`config.mk`:
```
export PLATFORM = sky130hd
export DESIGN_NAME = pix_bus_tx_flat
export DESIGN_NICKNAME = d
export VERILOG_FILES = /design/src/rtl/pix_bus_tx_if.sv /design/src/rtl/pix_bus_tx.sv /design/src/flat_wrapper.sv
export SDC_FILE = /design/constraint.sdc
export NUM_CORES = 1
export LEC_CHECK = 0
export ABC_AREA = 1
export CAP_MARGIN = 20
export CORE_ASPECT_RATIO = 2
export CORE_MARGIN = 8
export CORE_UTILIZATION = 50
export CTS_CLUSTER_DIAMETER = 200
export DETAILED_ROUTE_END_ITERATION = 12
export MAX_ROUTING_LAYER = met4
export PLACE_DENSITY = 0.7
export SLEW_MARGIN = 20
export SYNTH_ARGS = -nofsm -noshare
export SYNTH_HDL_FRONTEND = slang
export SYNTH_SLANG_ARGS = --single-unit
```
`constraint.sdc`:
```
create_clock -name clk -period 4.1 [get_ports clk]
set_clock_uncertainty 0.05 [all_clocks]
set_input_delay 0.82 -clock clk [delete_from_list [all_inputs] [get_ports clk]]
set_output_delay 0.82 -clock clk [all_outputs]
set_load 0.02 [all_outputs]
```
`src/rtl/pix_bus_tx_if.sv`:
```
// PIX transmit bus bundle: frame queue handshake, wire outputs and status.
interface pix_bus_tx_if #(
   parameter int unsigned FIFO_DEPTH = 16
);
   localparam int unsigned CW = $clog2(FIFO_DEPTH + 1);

   logic          in_valid;
   logic          in_ready;
   logic [31:0]   in_frame;
   logic          phi2;
   logic [3:0]    pix;
   logic          busy;
   logic          frame_start;
   logic [CW-1:0] fifo_count;

   modport master (
      output in_valid, in_frame,
      input  in_ready, phi2, pix, busy, frame_start, fifo_count
   );

   modport slave (
      input  in_valid, in_frame,
      output in_ready, phi2, pix, busy, frame_start, fifo_count
   );
endinterface

```
`src/rtl/pix_bus_tx.sv`:
```
// PIX bus transmitter: queues 32-bit frames and sends each as 8 DDR nibbles
// over 4 phi2 periods, with pix launched mid-half so it is centred on phi2 edges.
module pix_bus_tx #(
   parameter int unsigned DIV        = 2,
   parameter int unsigned FIFO_DEPTH = 16,
   parameter int unsigned GAP        = 0
) (
   input  logic          clk,
   input  logic          rst_n,
   pix_bus_tx_if.slave   bus
);
   localparam int unsigned CW      = $clog2(FIFO_DEPTH + 1);
   localparam int unsigned AW      = (FIFO_DEPTH > 1) ? $clog2(FIFO_DEPTH) : 1;
   localparam int unsigned DW      = (DIV > 1) ? $clog2(DIV) : 1;
   localparam int unsigned GW      = (GAP > 1) ? $clog2(GAP) : 1;
   localparam bit          HAS_GAP = (GAP != 0);

   typedef enum logic [1:0] {ST_IDLE, ST_SEND, ST_GAP} state_t;

   logic [DW-1:0] div_cnt;
   logic          phi2_q;
   state_t        state, state_n;
   logic [27:0]   shifter, shifter_n;
   logic [2:0]    nib, nib_n;
   logic [GW-1:0] gap_cnt, gap_n;
   logic [3:0]    pix_q, pix_n;
   logic          fs_q, fs_n;
   logic          busy_q;
   logic          in_ready_q;
   logic [CW-1:0] count, count_n;
   logic [AW-1:0] wr_ptr, rd_ptr;
   logic [31:0]   mem [FIFO_DEPTH];
   logic [31:0]   load_frame;
   logic          edge_tick, mid_tick, high_mid;
   logic          push, pop, start, fifo_empty;

   assign edge_tick  = (div_cnt == DW'(DIV - 1));
   assign mid_tick   = (div_cnt == DW'(DIV / 2 - 1));
   assign high_mid   = mid_tick && phi2_q;
   assign fifo_empty = (count == '0);
   assign push       = bus.in_valid && in_ready_q;
   // Framing bit is forced on the wire regardless of what was queued.
   assign load_frame = mem[rd_ptr] | 32'h1000_0000;

   // phi2 generator, free-running out of reset
   always_ff @(posedge clk or negedge rst_n) begin
      if (!rst_n) begin
         div_cnt <= '0;
         phi2_q  <= 1'b1;
      end else begin
         div_cnt <= edge_tick ? '0 : div_cnt + DW'(1);
         if (edge_tick) phi2_q <= ~phi2_q;
      end
   end

   // Frame queue storage
   always_ff @(posedge clk) begin
      if (push) mem[wr_ptr] <= bus.in_frame;
   end

   always_comb begin
      count_n = count;
      if (push && !pop)      count_n = count + CW'(1);
      else if (pop && !push) count_n = count - CW'(1);
   end

   // in_ready follows the registered count, so a pop never frees a slot the same cycle
   always_ff @(posedge clk or negedge rst_n) begin
      if (!rst_n) begin
         wr_ptr     <= '0;
         rd_ptr     <= '0;
         count      <= '0;
         in_ready_q <= 1'b1;
      end else begin
         if (push) wr_ptr <= wr_ptr + AW'(1);
         if (pop)  rd_ptr <= rd_ptr + AW'(1);
         count      <= count_n;
         in_ready_q <= (count_n < CW'(FIFO_DEPTH));
      end
   end

   always_ff @(posedge clk or negedge rst_n) begin
      if (!rst_n) begin
         state   <= ST_IDLE;
         shifter <= '0;
         nib     <= '0;
         gap_cnt <= '0;
         pix_q   <= 4'h0;
         fs_q    <= 1'b0;
         busy_q  <= 1'b0;
      end else begin
         state   <= state_n;
         shifter <= shifter_n;
         nib     <= nib_n;
         gap_cnt <= gap_n;
         pix_q   <= pix_n;
         fs_q    <= fs_n;
         busy_q  <= (state_n != ST_IDLE) || (count_n != '0);
      end
   end

   // Frame sequencing; new frames only ever start on a high-half mid tick
   always_comb begin
      state_n   = state;
      shifter_n = shifter;
      nib_n     = nib;
      gap_n     = gap_cnt;
      pix_n     = pix_q;
      fs_n      = 1'b0;
      start     = 1'b0;
      case (state)
         ST_IDLE: begin
            pix_n = 4'h0;
            if (high_mid && !fifo_empty) start = 1'b1;
         end
         ST_SEND: begin
            if (mid_tick) begin
               if (nib != 3'd7) begin
                  pix_n     = shifter[27:24];
                  shifter_n = {shifter[23:0], 4'h0};
                  nib_n     = nib + 3'd1;
               end else if (HAS_GAP) begin
                  pix_n   = 4'h0;
                  gap_n   = GW'(GAP - 1);
                  state_n = ST_GAP;
               end else if (!fifo_empty) begin
                  start = 1'b1;
               end else begin
                  pix_n   = 4'h0;
                  state_n = ST_IDLE;
               end
            end
         end
         ST_GAP: begin
            pix_n = 4'h0;
            if (high_mid) begin
               if (gap_cnt != '0)    gap_n   = gap_cnt - GW'(1);
               else if (!fifo_empty) start   = 1'b1;
               else                  state_n = ST_IDLE;
            end
         end
         default: state_n = ST_IDLE;
      endcase
      if (start) begin
         pix_n     = load_frame[31:28];
         shifter_n = load_frame[27:0];
         nib_n     = 3'd0;
         fs_n      = 1'b1;
         state_n   = ST_SEND;
      end
      pop = start;
   end

   assign bus.phi2        = phi2_q;
   assign bus.pix         = pix_q;
   assign bus.busy        = busy_q;
   assign bus.frame_start = fs_q;
   assign bus.fifo_count  = count;
   assign bus.in_ready    = in_ready_q;
endmodule

```
`src/flat_wrapper.sv`:
```
// flat-port wrapper written by rule: the top's interface ports become plain ports
module pix_bus_tx_flat 
#(
   parameter int unsigned DIV        = 2,
   parameter int unsigned FIFO_DEPTH = 16,
   parameter int unsigned GAP        = 0
)
  (clk, rst_n, bus_in_valid, bus_in_frame, bus_in_ready, bus_phi2, bus_pix, bus_busy, bus_frame_start, bus_fifo_count);
  pix_bus_tx_if #(.FIFO_DEPTH(FIFO_DEPTH)) bus_i ();
  input  logic clk;
  input  logic rst_n;
  input wire logic [$bits(bus_i.in_valid)-1:0] bus_in_valid;
  input wire logic [$bits(bus_i.in_frame)-1:0] bus_in_frame;
  output wire logic [$bits(bus_i.in_ready)-1:0] bus_in_ready;
  output wire logic [$bits(bus_i.phi2)-1:0] bus_phi2;
  output wire logic [$bits(bus_i.pix)-1:0] bus_pix;
  output wire logic [$bits(bus_i.busy)-1:0] bus_busy;
  output wire logic [$bits(bus_i.frame_start)-1:0] bus_frame_start;
  output wire logic [$bits(bus_i.fifo_count)-1:0] bus_fifo_count;
  assign bus_i.in_valid = bus_in_valid;
  assign bus_i.in_frame = bus_in_frame;
  assign bus_in_ready = bus_i.in_ready;
  assign bus_phi2 = bus_i.phi2;
  assign bus_pix = bus_i.pix;
  assign bus_busy = bus_i.busy;
  assign bus_frame_start = bus_i.frame_start;
  assign bus_fifo_count = bus_i.fifo_count;
  pix_bus_tx #(.DIV(DIV), .FIFO_DEPTH(FIFO_DEPTH), .GAP(GAP)) u_core (.clk(clk), .rst_n(rst_n), .bus(bus_i));
endmodule
```
# Yosys cells after proc, flatten, opt, wreduce, memory -nomap -nowiden
# Memories as Yosys holds them, arrays and structs flattened.
# Index checks and enable logic that the tools add are counted.
classes:
  bitwise: 2
  n_lt_le_gt_ge: 1
  n_shift: 0
  n_eq_ne: 6
  n_mux: 34
  reduce_logical: 20
  mul: 0
  div: 0
  add_sub_neg: 7
op_table:
  columns: ["cell", "n"]
  rows:
  - ["28-bit 2-to-1 mux", 4]
  - ["4-bit 2-to-1 mux", 4]
  - ["2-bit 2-to-1 mux", 6]
  - ["3-bit 2-to-1 mux", 4]
  - ["1-bit 2-to-1 mux", 11]
  - ["5-bit 2-to-1 mux", 2]
  - ["4-bit by 1-bit adder with 4-bit output, second input constant", 2]
  - ["4-bit one-hot mux with 2 select lines", 1]
  - ["3-bit inequality test, second input constant", 2]
  - ["2-bit one-hot mux with 3 select lines", 1]
  - ["3-bit AND reduction", 2]
  - ["2-bit nonzero test", 3]
  - ["5-bit by 1-bit adder with 5-bit output, second input constant", 1]
  - ["1-bit logical AND", 5]
  - ["5-bit logical NOT", 1]
  - ["5-bit less-than comparator, second input constant", 1]
  - ["5-bit nonzero test", 1]
  - ["5-bit by 1-bit subtractor with 5-bit output, second input constant", 1]
  - ["4-bit by 1-bit inequality test with 1-bit output, second input constant", 1]
  - ["3-bit by 1-bit adder with 3-bit output, second input constant", 1]
  - ["1-bit logical NOT", 3]
  - ["1-bit one-hot mux with 3 select lines", 1]
  - ["3-bit nonzero test", 1]
  - ["2-bit by 1-bit equality test with 1-bit output, second input constant", 1]
  - ["other kinds (9)", 10]
totals:
  word_cells: 84
  inputBits: 35
  latch_bits: 0
  out_inout_bits: 13
  mem_count: 1
  ramBits: 512
  register_bits: 56
  rom_bits: 0
mem_list:
  columns: ["memory", "depth", "word_bits", "rd", "rd_ports_with_merged_regs", "write_ports", "line", "text"]
  rows:
  - ["u_core.mem", 16, 32, 1, 0, 1, "pix_bus_tx.sv:32", "logic [31:0] mem [FIFO_DEPTH];"]

# Logic depth before layout (Yosys ltp)
# Gate-level depths: netlist (run 1).
logic_depth:
  word_depth: 10
  depth_mapped: 14
  ltp_nobuf: 13

# Worst setup path after synthesis (run 1)
# OpenSTA, ideal clock, no wires.
synth_timing:
  path_kind: "input to register"
  start: "input port bus_in_valid"
  end: "memory u_core.mem[11][0], enable pin"
  required_time_ns: 3.592
  setup_slack_ns: 0.398
  setup_time_ns: 0.458
  path_buffers: 0
  t_arrival_ns: 3.194
  stages: 2
  path_cell_list: "nand2_1 > nor3_1"
synth_between:
  elab_chain_cells: 3
synth_lines:
  columns: ["item", "line", "text"]
  rows:
  - ["start: declaration", "flat_wrapper.sv:12", "input wire logic [$bits(bus_i.in_valid)-1:0] bus_in_valid;"]
  - ["1-bit logical AND", "pix_bus_tx.sv:41", "assign push = bus.in_valid && in_ready_q;"]
  - ["1-bit 2-to-1 mux", "pix_bus_tx.sv:58", "if (push) mem[wr_ptr] <= bus.in_frame;"]
  - ["1-bit 2-to-1 mux (not written as such)", "pix_bus_tx.sv:58", null]
  - ["end: declaration", "pix_bus_tx.sv:32", null]
# No other way between the ends.

# Final worst setup path (run 1)
layout_timing:
  start: "register u_core.count[0], in the netlist u_core.bus.fifo_count[0]"
  end: "register u_core.shifter[25]"
layout_between:
  elab_chain_cells: 7
  word_cells_on_any_way: 15
layout_lines:
  columns: ["item", "line", "text"]
  rows:
  - ["start: declaration", "pix_bus_tx.sv:30", "logic [CW-1:0] count, count_n;"]
  - ["start signal: assignment", "pix_bus_tx.sv:77", "count <= count_n;"]
  - ["5-bit logical NOT *", "pix_bus_tx.sv:40", "assign fifo_empty = (count == '0);"]
  - ["1-bit 2-to-1 mux / 1-bit logical NOT (equally long branches)", "pix_bus_tx.sv:126, pix_bus_tx.sv:138, pix_bus_tx.sv:114", null]
  - ["1-bit 2-to-1 mux (tied with other cells)", "pix_bus_tx.sv:137", "if (gap_cnt != '0) gap_n = gap_cnt - GW'(1);"]
  - ["1-bit 2-to-1 mux (on tied branches)", "pix_bus_tx.sv:136, pix_bus_tx.sv:114, pix_bus_tx.sv:117", null]
  - ["1-bit one-hot mux with 3 select lines *", "pix_bus_tx.sv:111", "case (state)"]
  - ["2-bit inequality test (no line) / 2-bit nonzero test (equally long branches)", null, null]
  - ["3-bit AND reduction (no line)", null, null]
  - ["end signal: assignment", "pix_bus_tx.sv:93", "shifter <= shifter_n;"]
  - ["end: declaration", "pix_bus_tx.sv:23", "logic [27:0] shifter, shifter_n;"]
# Mark *: on every way between the ends. The rest lies on a longest branch, timed or not.
# A chain may end at the register's enable or synchronous reset.

==> impl_metrics.toml, run 1 <==
[global_routing]
grt_pass1_wl_microns = 81200
grt-ovfl-total = 0
antenna_found_initial = 1
grt_pass1_vias = 14300
grt_max_degree = 149
track_usage = 0.211

[final_layout]
nets = 1867
final_common_cell = "edfxtp_1"
drive_above_1_share = 0.0717
final_cell_mix = "496 x edfxtp_1, 372 x nor2_1, 198 x nand2_1"
area_growth_pct = 11.1

[synth]
yosysSeqAreaShare = 0.730
avgSynthCellArea_sq_um = 12.3
synth_top_cell_by_area = "edfxtp_1"
synth_top_area_share = 0.668
yosysWarningCount = 0
yosysUniqueCellTypes = 28
synthesis.area_sq_um = 22300
synthTopCellsByArea = "edfxtp_1 67%, nor2_1 6.5%, dfrtp_1 5.9%, o21ai_0 4.0%, o211ai_1 3.6%"
yosys_register_bits = 551
syn_nets = 1853
netlist_instances = 1808

[drt]
finalWirelength_microns = 53200
vias = 14400
drt-initial-drc-count = 1509
drc_errors = 0
wl_per_cell_microns = 22.1
postRouteAntennaNets = 0
vias_per_cell = 5.96
dr.pass1.iters = 8

[cts]
cts_resized = 0
cts_buffer_depth = 3
numCtsBuffers = 43
clk_pin_slew_ps = 80
cts_htree_levels = 2
clock-sinks = 551
cts-root-buf = "clkbuf_16"
cts_hold_buf = 0
post-cts-setup-buffer-count = 0
cts_tree = "yes"
clk_latency_ps = 570

[timing]
tns_ps = 0
clock.fmax_mhz = 363
holdWs_ps = 328
setup_ws_ps = 1340
fin_crit_sh = 0.672
finalSetupViolCount = 0
relSlewSlack = 0.340
max_slew.worst_pin.slew_ps = 990
rsz0062_at_grt = "no"
layout_min_cycle_time_ps = 2760
finalHoldViolCount = 0
slew_viol_final = 0

[setup_path]
cpMaxStageDelayCell = "buf_4"
startpoint_type = "flop"
endpoint_kind = "flop"
timing.rr.end = "u_core.shifter[25]"
path_cells = "inv_1, ha_1, inv_1, nor2_1, nand2_2, nand2_1, nand2_2, buf_4, nand3_1, nand2_1, nand2_1"
cp_top_family = "simple AND/OR/NAND/NOR gates"
max_stage_delay_ps = 650
crit_buf_inv = 3
worstSetupPathType = "flop to flop"
crit_top_cell = "nand2_1"
crit_cells = 11
rrSetupSlack_ps = 1340
reg2reg_depth = 11
cp.arrival_ps = 3150
r2r-start = "u_core.bus.fifo_count[0]"
required_ps = 4490
path_max_fanout = 64

[run]
cap_violations = 0

[power_and_ir_drop]
leakage_nw = 8.30
power.density_nw_per_um2 = 618
ir_drop_v = 0.000467

[worst_hold_path]
min_path_type = "input pin to async pin"

[placed_design]
gp_congestion = 0.809
port_buffers = 46
post-place-ws_ps = 854
hpwl_microns = 29300

[floorplan]
io_pins = 48
die_w_microns = 165
initial_core_util = 0.505
die-area_sq_um = 52000
num_rows = 109
die_h_microns = 315
core_sq_um = 44200

[run_status]
status = "complete, no violations"
==> synth_stat cells (all sizes together) <==
library cell and number:
edfxtp 496, nor2 388, o21ai 229, nand2 200, nand3 108, o211ai 108, buf 64, dfrtp 53
clkbuf 52, a21oi 39, inv 26, xor2 11, a22oi 10, ha 10, a41o 5, nand4 3
a31oi 2, dfstp 2, nor3 2
==> power breakdown <==
part           switching (mW)  total [mW]  internal [mW]
registers               0.225        6.68           6.46
clock network            1.89        4.21           2.31
logic                    3.02        4.42           1.40
==> how the worst max path moves through the flow <==
stage	start	to	slack [ps]
after floorplan	bus_in_valid	u_core.mem[11][0]	400
after global placement	bus_in_valid	u_core.mem[8][26]	920
after detailed placement	bus_in_valid	u_core.mem[9][26]	850
after CTS	u_core.bus.fifo_count[0]	u_core.shifter[23]	1390
after global routing	u_core.bus.fifo_count[0]	u_core.shifter[23]	1210
final	u_core.bus.fifo_count[0]	u_core.shifter[25]	1340
==> registers in the layout (all words and copies together), names as in the netlist <==
| name | count |
|---|---|
| u_core.bus.busy | 1 |
| u_core.bus.fifo_count | 5 |
| u_core.bus.frame_start | 1 |
| u_core.bus.in_ready | 1 |
| u_core.bus.phi2 | 1 |
| u_core.bus.pix | 4 |
| u_core.div_cnt | 1 |
| u_core.mem | 496 |
| u_core.nib | 3 |
| u_core.rd_ptr | 4 |
| u_core.shifter | 28 |
| u_core.state | 2 |
| u_core.wr_ptr | 4 |
==> cell families (layout without fill, tap and decap cells) <==
kind of cell | after synthesis | count (layout) | synth area share
compound gates | 393 | 393 | 0.103
xor+xnor | 11 | 11 | 0.00432
fa+ha+maj | 10 | 10 | 0.00561
buf+inv | 142 | 189 | 0.0314
flops | 551 | 551 | 0.730
other cells | 0 | 1 | 0
simple gates | 701 | 701 | 0.126
==> metrics by stage <==
| step | cells | instance area [sq um] | total power [mW] | util |
|---|---|---|---|---|
| 6_report | 2411 | 24800 | 15.3 | 0.561 |
| 5_1_grt | 2411 | 24800 | 16.1 | 0.561 |
| 4_1_cts | 2410 | 24800 | 15.4 | 0.561 |
| 3_5_place_dp | 2332 | 23400 | 11.2 | 0.529 |
| 3_3_place_gp | 2332 | 23400 | 11.1 | 0.529 |
| 2_1_floorplan | 1808 | 22300 | 9.94 | - |
==> layer usage <==
metal	track usage	routed length (microns)	vias to the layer above	share of wire
met3	0.0244	3270	157	0.062
met4	0.116	2930	0	0.055
met2	0.358	27500	570	0.52
met1	0.240	19500	7109	0.37
li1	-	-	6524	-
met5	-	0	-	0
==> cell type report <==
type	count	area [sq um]
well taps	555	694
flip-flops and latches	551	16300
fillers	3514	19400
diodes	1	2.50
repair buffers	85	861
inverters	26	104
clock buffers	56	1150
multi-input cells	1115	5440
clock inverters	22	241
Note: power is estimated with default switching activity, not from simulation.
==> run 2: changes to the inputs <==
--- a/config.mk
+++ b/config.mk
@@ -13,7 +13,7 @@
 export CTS_CLUSTER_DIAMETER = 200
 export DETAILED_ROUTE_END_ITERATION = 12
 export MAX_ROUTING_LAYER = met4
-export PLACE_DENSITY = 0.7
+export PLACE_DENSITY = 0.73
 export SLEW_MARGIN = 20
 export SYNTH_ARGS = -nofsm -noshare
 export SYNTH_HDL_FRONTEND = slang
==> constraint.sdc (replaced) <==
create_clock -name clk -period 2.4 [get_ports clk]
set_clock_uncertainty 0.05 [all_clocks]
set_input_delay 0.48 -clock clk [delete_from_list [all_inputs] [get_ports clk]]
set_output_delay 0.48 -clock clk [all_outputs]
set_load 0.02 [all_outputs]
==> run 2 against run 1 <==
Combinational power rose by 87%. Critical path type is now flop to primary output. Routed wire length rose by 6.8%. Count of clock-buffer cells in the layout rose by 7. Power rose by 80%. First-iteration DRC count fell by 4.8%. Register-to-register slack got worse by 1200 ps. Clock power rose by 86%.
==> impl_metrics.toml, run 2 (synthesized netlist as in run 1, its figures left out) <==
[final_layout]
instances_no_fill = 2465
multi_input_area_sq_um = 5460
regArea_sq_um = 16300
nFillCells = 3375
final_cell_mix = "496 x edfxtp_1, 372 x nor2_1, 198 x nand2_1"
final_common_cell = "edfxtp_1"
final_area_sq_um = 25700
drive_above_1_share = 0.0974
nets = 1917
area_growth_pct = 15.3
top_register = "u_core.mem"
largest_reg_flops = 496

[timing]
holdWs_ps = 423
relSlewSlack = 0.542
fin_crit_sh = 0.961
rsz0062_at_grt = "no"
layout_min_cycle_time_ps = 2310
finalSetupViolCount = 0
slew_viol_final = 0
max_slew.worst_pin.slew_ps = 685
clock.fmax_mhz = 433
finalHoldViolCount = 0

[global_routing]
grt_pass1_wl_microns = 85000
grt-ovfl-total = 0
antenna_found_initial = 1
grt.met2_usage = 0.379
met3_usage = 0.0265
grt_max_degree = 92
track_usage = 0.223
busiest_layer = "met2"
met1_usage = 0.247
grt_pass1_vias = 14800

[power_and_ir_drop]
power.density_nw_per_um2 = 1070
power_mw = 27.5
leakage_nw = 8.77
ir_drop_v = 0.000606

[cts]
cts_buffer_depth = 3
numCtsBuffers = 45
clock-sinks = 551
cts-root-buf = "clkbuf_16"
clk_pin_slew_ps = 70
cts_tree = "yes"
cts_resized = 0
cts_htree_levels = 2
clk_latency_ps = 570

[floorplan]
core_sq_um = 44200
initial_core_util = 0.505
die_w_microns = 165
die-area_sq_um = 52000
io_pins = 48
num_rows = 109
die_h_microns = 315

[run_status]
status = "complete, no violations"

[placed_design]
dp.cells = 2376
placed_cell_area_sq_um = 24100
hpwl_microns = 33800
port_buffers = 46
gp_congestion = 0.846

[drt]
dr.pass1.iters = 5
drc_errors = 0
drt-initial-drc-count = 1437
vias = 14700
vias_per_cell = 5.96
postRouteAntennaNets = 0
finalWirelength_microns = 56800
wl_per_cell_microns = 23.0

[setup_path]
cp.arrival_ps = 1780
max_stage_delay_ps = 680
worstSetupPathType = "flop to primary output"
cp_top_family = "buffers and inverters"
startpoint_type = "flop"
crit_buf_inv = 1
endpoint_kind = "primary output"
cpMaxStageDelayCell = "clkdlybuf4s50_1"
path_cells = "clkdlybuf4s50_1"
path_max_fanout = 3
required_ps = 1870

[worst_hold_path]
min_path_type = "input pin to async pin"

[run]
cap_violations = 0
-- run 2: cell types whose count changed in the layout (fill, tap and decap cells not counted), sizes merged --
cell,before,now
clkinv,15,11
clkbuf,56,65
bufinv,5,7
clkinvlp,2,1
dlygate4sd3,0,1
buf,40,85
inv,26,28
-- run 2: final timing paths --
path                                          from            endpoint  slack (ps)  depth (start not counted)
worst min-delay path                         rst_n  u_core.shifter[18]         420                          2
min in group clk                u_core.shifter[25]  u_core.shifter[25]         430                          2
max in group asynchronous                    rst_n   u_core.shifter[3]        1140                          3
worst min register to register  u_core.shifter[25]  u_core.shifter[25]         430                          2
worst max-delay path               u_core.bus.phi2            bus_phi2          90                          1
worst max register to register    u_core.rd_ptr[0]  u_core.shifter[27]         140                          9
-- run 2: timing repair --
item	CTS	global route
hold buffers	1	0
buffers inserted	0	1
setup endpoints to repair	0	1
hold endpoints to repair	20	0
-- run 2: cell type report --
| type | instances | area share |
|---|---|---|
| flip-flops and latches | 551 | 0.633 |
| multi-input cells | 1115 | 0.212 |
| repair buffers | 133 | 0.0621 |
| clock buffers | 63 | 0.0505 |
| well taps | 555 | 0.0270 |
| clock inverters | 21 | 0.0111 |
| inverters | 26 | 0.00399 |
| diodes | 1 | 0.0000973 |
-- run 2: layer usage --
| metal | vias to the layer above | part of all wire |
|---|---|---|
| met5 | - | 0 |
| met4 | 0 | 0.059 |
| met3 | 190 | 0.058 |
| met2 | 599 | 0.53 |
| met1 | 7286 | 0.35 |
| li1 | 6623 | - |
-- run 2: power breakdown --
part	internal, mW	leakage, nW	total [mW]	switching [mW]
sequential	11.0	5.14	11.4	0.354
combinational	2.77	2.86	8.28	5.51
clock	4.56	0.777	7.84	3.28
total	18.4	8.77	27.5	9.15
-- run 2: stage by stage --
| step | utilization | setup slack (ps) | setup TNS [ps] |
|---|---|---|---|
| after floorplan | - | -478 | -215830 |
| after global placement | 0.544 | 54.7 | 0 |
| after detailed placement | 0.544 | 42.8 | 0 |
| after CTS | 0.580 | 28.6 | 0 |
| after global routing | 0.582 | 12.1 | 0 |
| final | 0.582 | 92.6 | 0 |
-- run 2: worst reg2reg max path, delay by kind of cell (launching register included) --
kind            cells  cell delay [ps]
simple gates        5              500
compound gates      1              320
buf+inv             3              770
flops               1              570
==> run 3: changes to the inputs <==
--- a/config.mk
+++ b/config.mk
@@ -7,7 +7,7 @@
 export LEC_CHECK = 0
 export ABC_AREA = 1
 export CAP_MARGIN = 20
-export CORE_ASPECT_RATIO = 2
+export CORE_ASPECT_RATIO = 0.75
 export CORE_MARGIN = 8
 export CORE_UTILIZATION = 50
 export CTS_CLUSTER_DIAMETER = 200
==> constraint.sdc (replaced) <==
create_clock -name clk -period 2.12 [get_ports clk]
set_clock_uncertainty 0.05 [all_clocks]
set_input_delay 0.424 -clock clk [delete_from_list [all_inputs] [get_ports clk]]
set_output_delay 0.424 -clock clk [all_outputs]
set_load 0.02 [all_outputs]
==> run 3 against run 2 <==
Non-clock buffer count rose by 10. Count of clock-buffer cells in the layout rose by 3. Combinational power rose by 14%. Register-to-register slack got worse by 110 ps. Utilization rose by 0.25 points. Routed wire length fell by 5.8%. Hold slack got worse by 140 ps. Die area fell by 0.65%. Final cell count rose by 1.9%. Largest power group unchanged.
==> impl_metrics.toml, run 3 (synthesized netlist as in run 1, its figures left out) <==
[run_status]
status = "complete, no violations"

[floorplan]
die-area_sq_um = 51700
num_rows = 67
die_h_microns = 199
die_w_microns = 260
core_sq_um = 44300
initial_core_util = 0.503
io_pins = 48

[timing]
layout_min_cycle_time_ps = 2090
clock.fmax_mhz = 479
slew_viol_final = 0
fin_crit_sh = 0.984
relSlewSlack = 0.544
finalSetupViolCount = 0
max_slew.worst_pin.slew_ps = 682
finalHoldViolCount = 0
rsz0062_at_grt = "yes"

[setup_path]
startpoint_type = "flop"
endpoint_kind = "flop"
path_max_fanout = 28
cp.arrival_ps = 2490
reg2reg_depth = 8
worstSetupPathType = "flop to flop"
required_ps = 2520

[placed_design]
dp.cells = 2417
hpwl_microns = 31100
gp_congestion = 0.826
port_buffers = 46

[cts]
cts_buffer_depth = 3
cts_htree_levels = 2
cts-root-buf = "clkbuf_16"
clk_pin_slew_ps = 60
clk_latency_ps = 590
clock-sinks = 551
cts_tree = "yes"
numCtsBuffers = 51

[final_layout]
nets = 1933
final_cell_mix = "496 x edfxtp_1, 371 x nor2_1, 193 x nand2_1"
largest_reg_flops = 496
top_register = "u_core.mem"
final_common_cell = "edfxtp_1"
instances_no_fill = 2513
drive_above_1_share = 0.104
final_core_util = 0.585
area_growth_pct = 16.2
nFillCells = 3379

[power_and_ir_drop]
ir_drop_v = 0.000797
power.density_nw_per_um2 = 1180
leakage_nw = 8.84
power_mw = 30.6

[drt]
vias_per_cell = 5.78
wl_per_cell_microns = 21.3
drt-initial-drc-count = 1912
vias = 14500
postRouteAntennaNets = 0
dr.pass1.iters = 5
drc_errors = 0
finalWirelength_microns = 53500

[global_routing]
grt_max_degree = 74
antenna_found_initial = 1
grt-ovfl-total = 0
grt_pass1_vias = 14100
track_usage = 0.209
grt_pass1_wl_microns = 81800

[worst_hold_path]
min_path_type = "input pin to async pin"

[run]
cap_violations = 0
==> run 3: final timing paths <==
| path | slack (ps) | startpoint | end |
|---|---|---|---|
| min reg2reg | 430 | u_core.bus.pix[3] | u_core.bus.pix[3] |
| max reg2reg | 30 | u_core.rd_ptr[0] | u_core.shifter[26] |
| max | 30 | u_core.rd_ptr[0] | u_core.shifter[26] |
| min in group clk | 430 | u_core.bus.pix[3] | u_core.bus.pix[3] |
| max in group asynchronous | 1150 | rst_n | u_core.rd_ptr[1] |
| min | 280 | rst_n | u_core.bus.fifo_count[0] |
==> run 3: area by class of cell <==
cell class	instances	area [sq um]	area share
flip-flops and latches	551	16300	0.628
multi-input cells	1115	5490	0.212
repair buffers	143	1830	0.0706
clock buffers	66	1350	0.0522
well taps	586	733	0.0283
clock inverters	25	134	0.00516
inverters	26	103	0.00396
diodes	1	2.50	0.0000965
==> run 3: critical path, cell delays in order (launching register included) <==
cell and delay (ps):
dfrtp_4 550, inv_6 130, buf_12 190, o21ai_0 380
o211ai_1 160, nand3_1 160, nand3_1 170, nand2_1 110
nand2_1 50
==> run 3: metrics by stage <==
step                setup TNS [ps]  hold slack [ps]  worst slack (ps)  area (sq um)
CTS                              0              278              60.0         25800
floorplan                   -32160             78.4              -417         22400
global route                 -39.3              323             -32.1         25900
global placement             -2740              327             -63.7         24300
finish                           0              279              33.2         25900
detailed placement           -1940              332             -49.5         24300
==> run 3: layer usage <==
metal	global-route usage	routed length, microns	part of all wire	vias to the layer above
met1	0.287	23200	0.43	7164
met2	0.322	25000	0.47	601
met5	-	0	0	-
met3	0.0401	4120	0.077	92
met4	0.0546	1140	0.021	0
li1	-	-	-	6673
==> run 3: timing repair <==
| action | 4_1_cts | 5_1_grt |
|---|---|---|
| hold endpoints to repair | 14 | 0 |
| buffers inserted | 0 | 1 |
| hold buffers | 1 | 0 |
| gates cloned | 0 | 2 |
| gates resized for setup | 7 | 7 |
| endpoints found under the setup margin | 7 | 31 |
==> run 3: where the power goes <==
part / leakage (nW) / total (mW) / switching (mW) / internal [mW]
registers: 5.14 / 12.9 / 0.416 / 12.5
logic: 2.97 / 9.43 / 6.12 / 3.31
clock network: 0.728 / 8.31 / 3.82 / 4.49
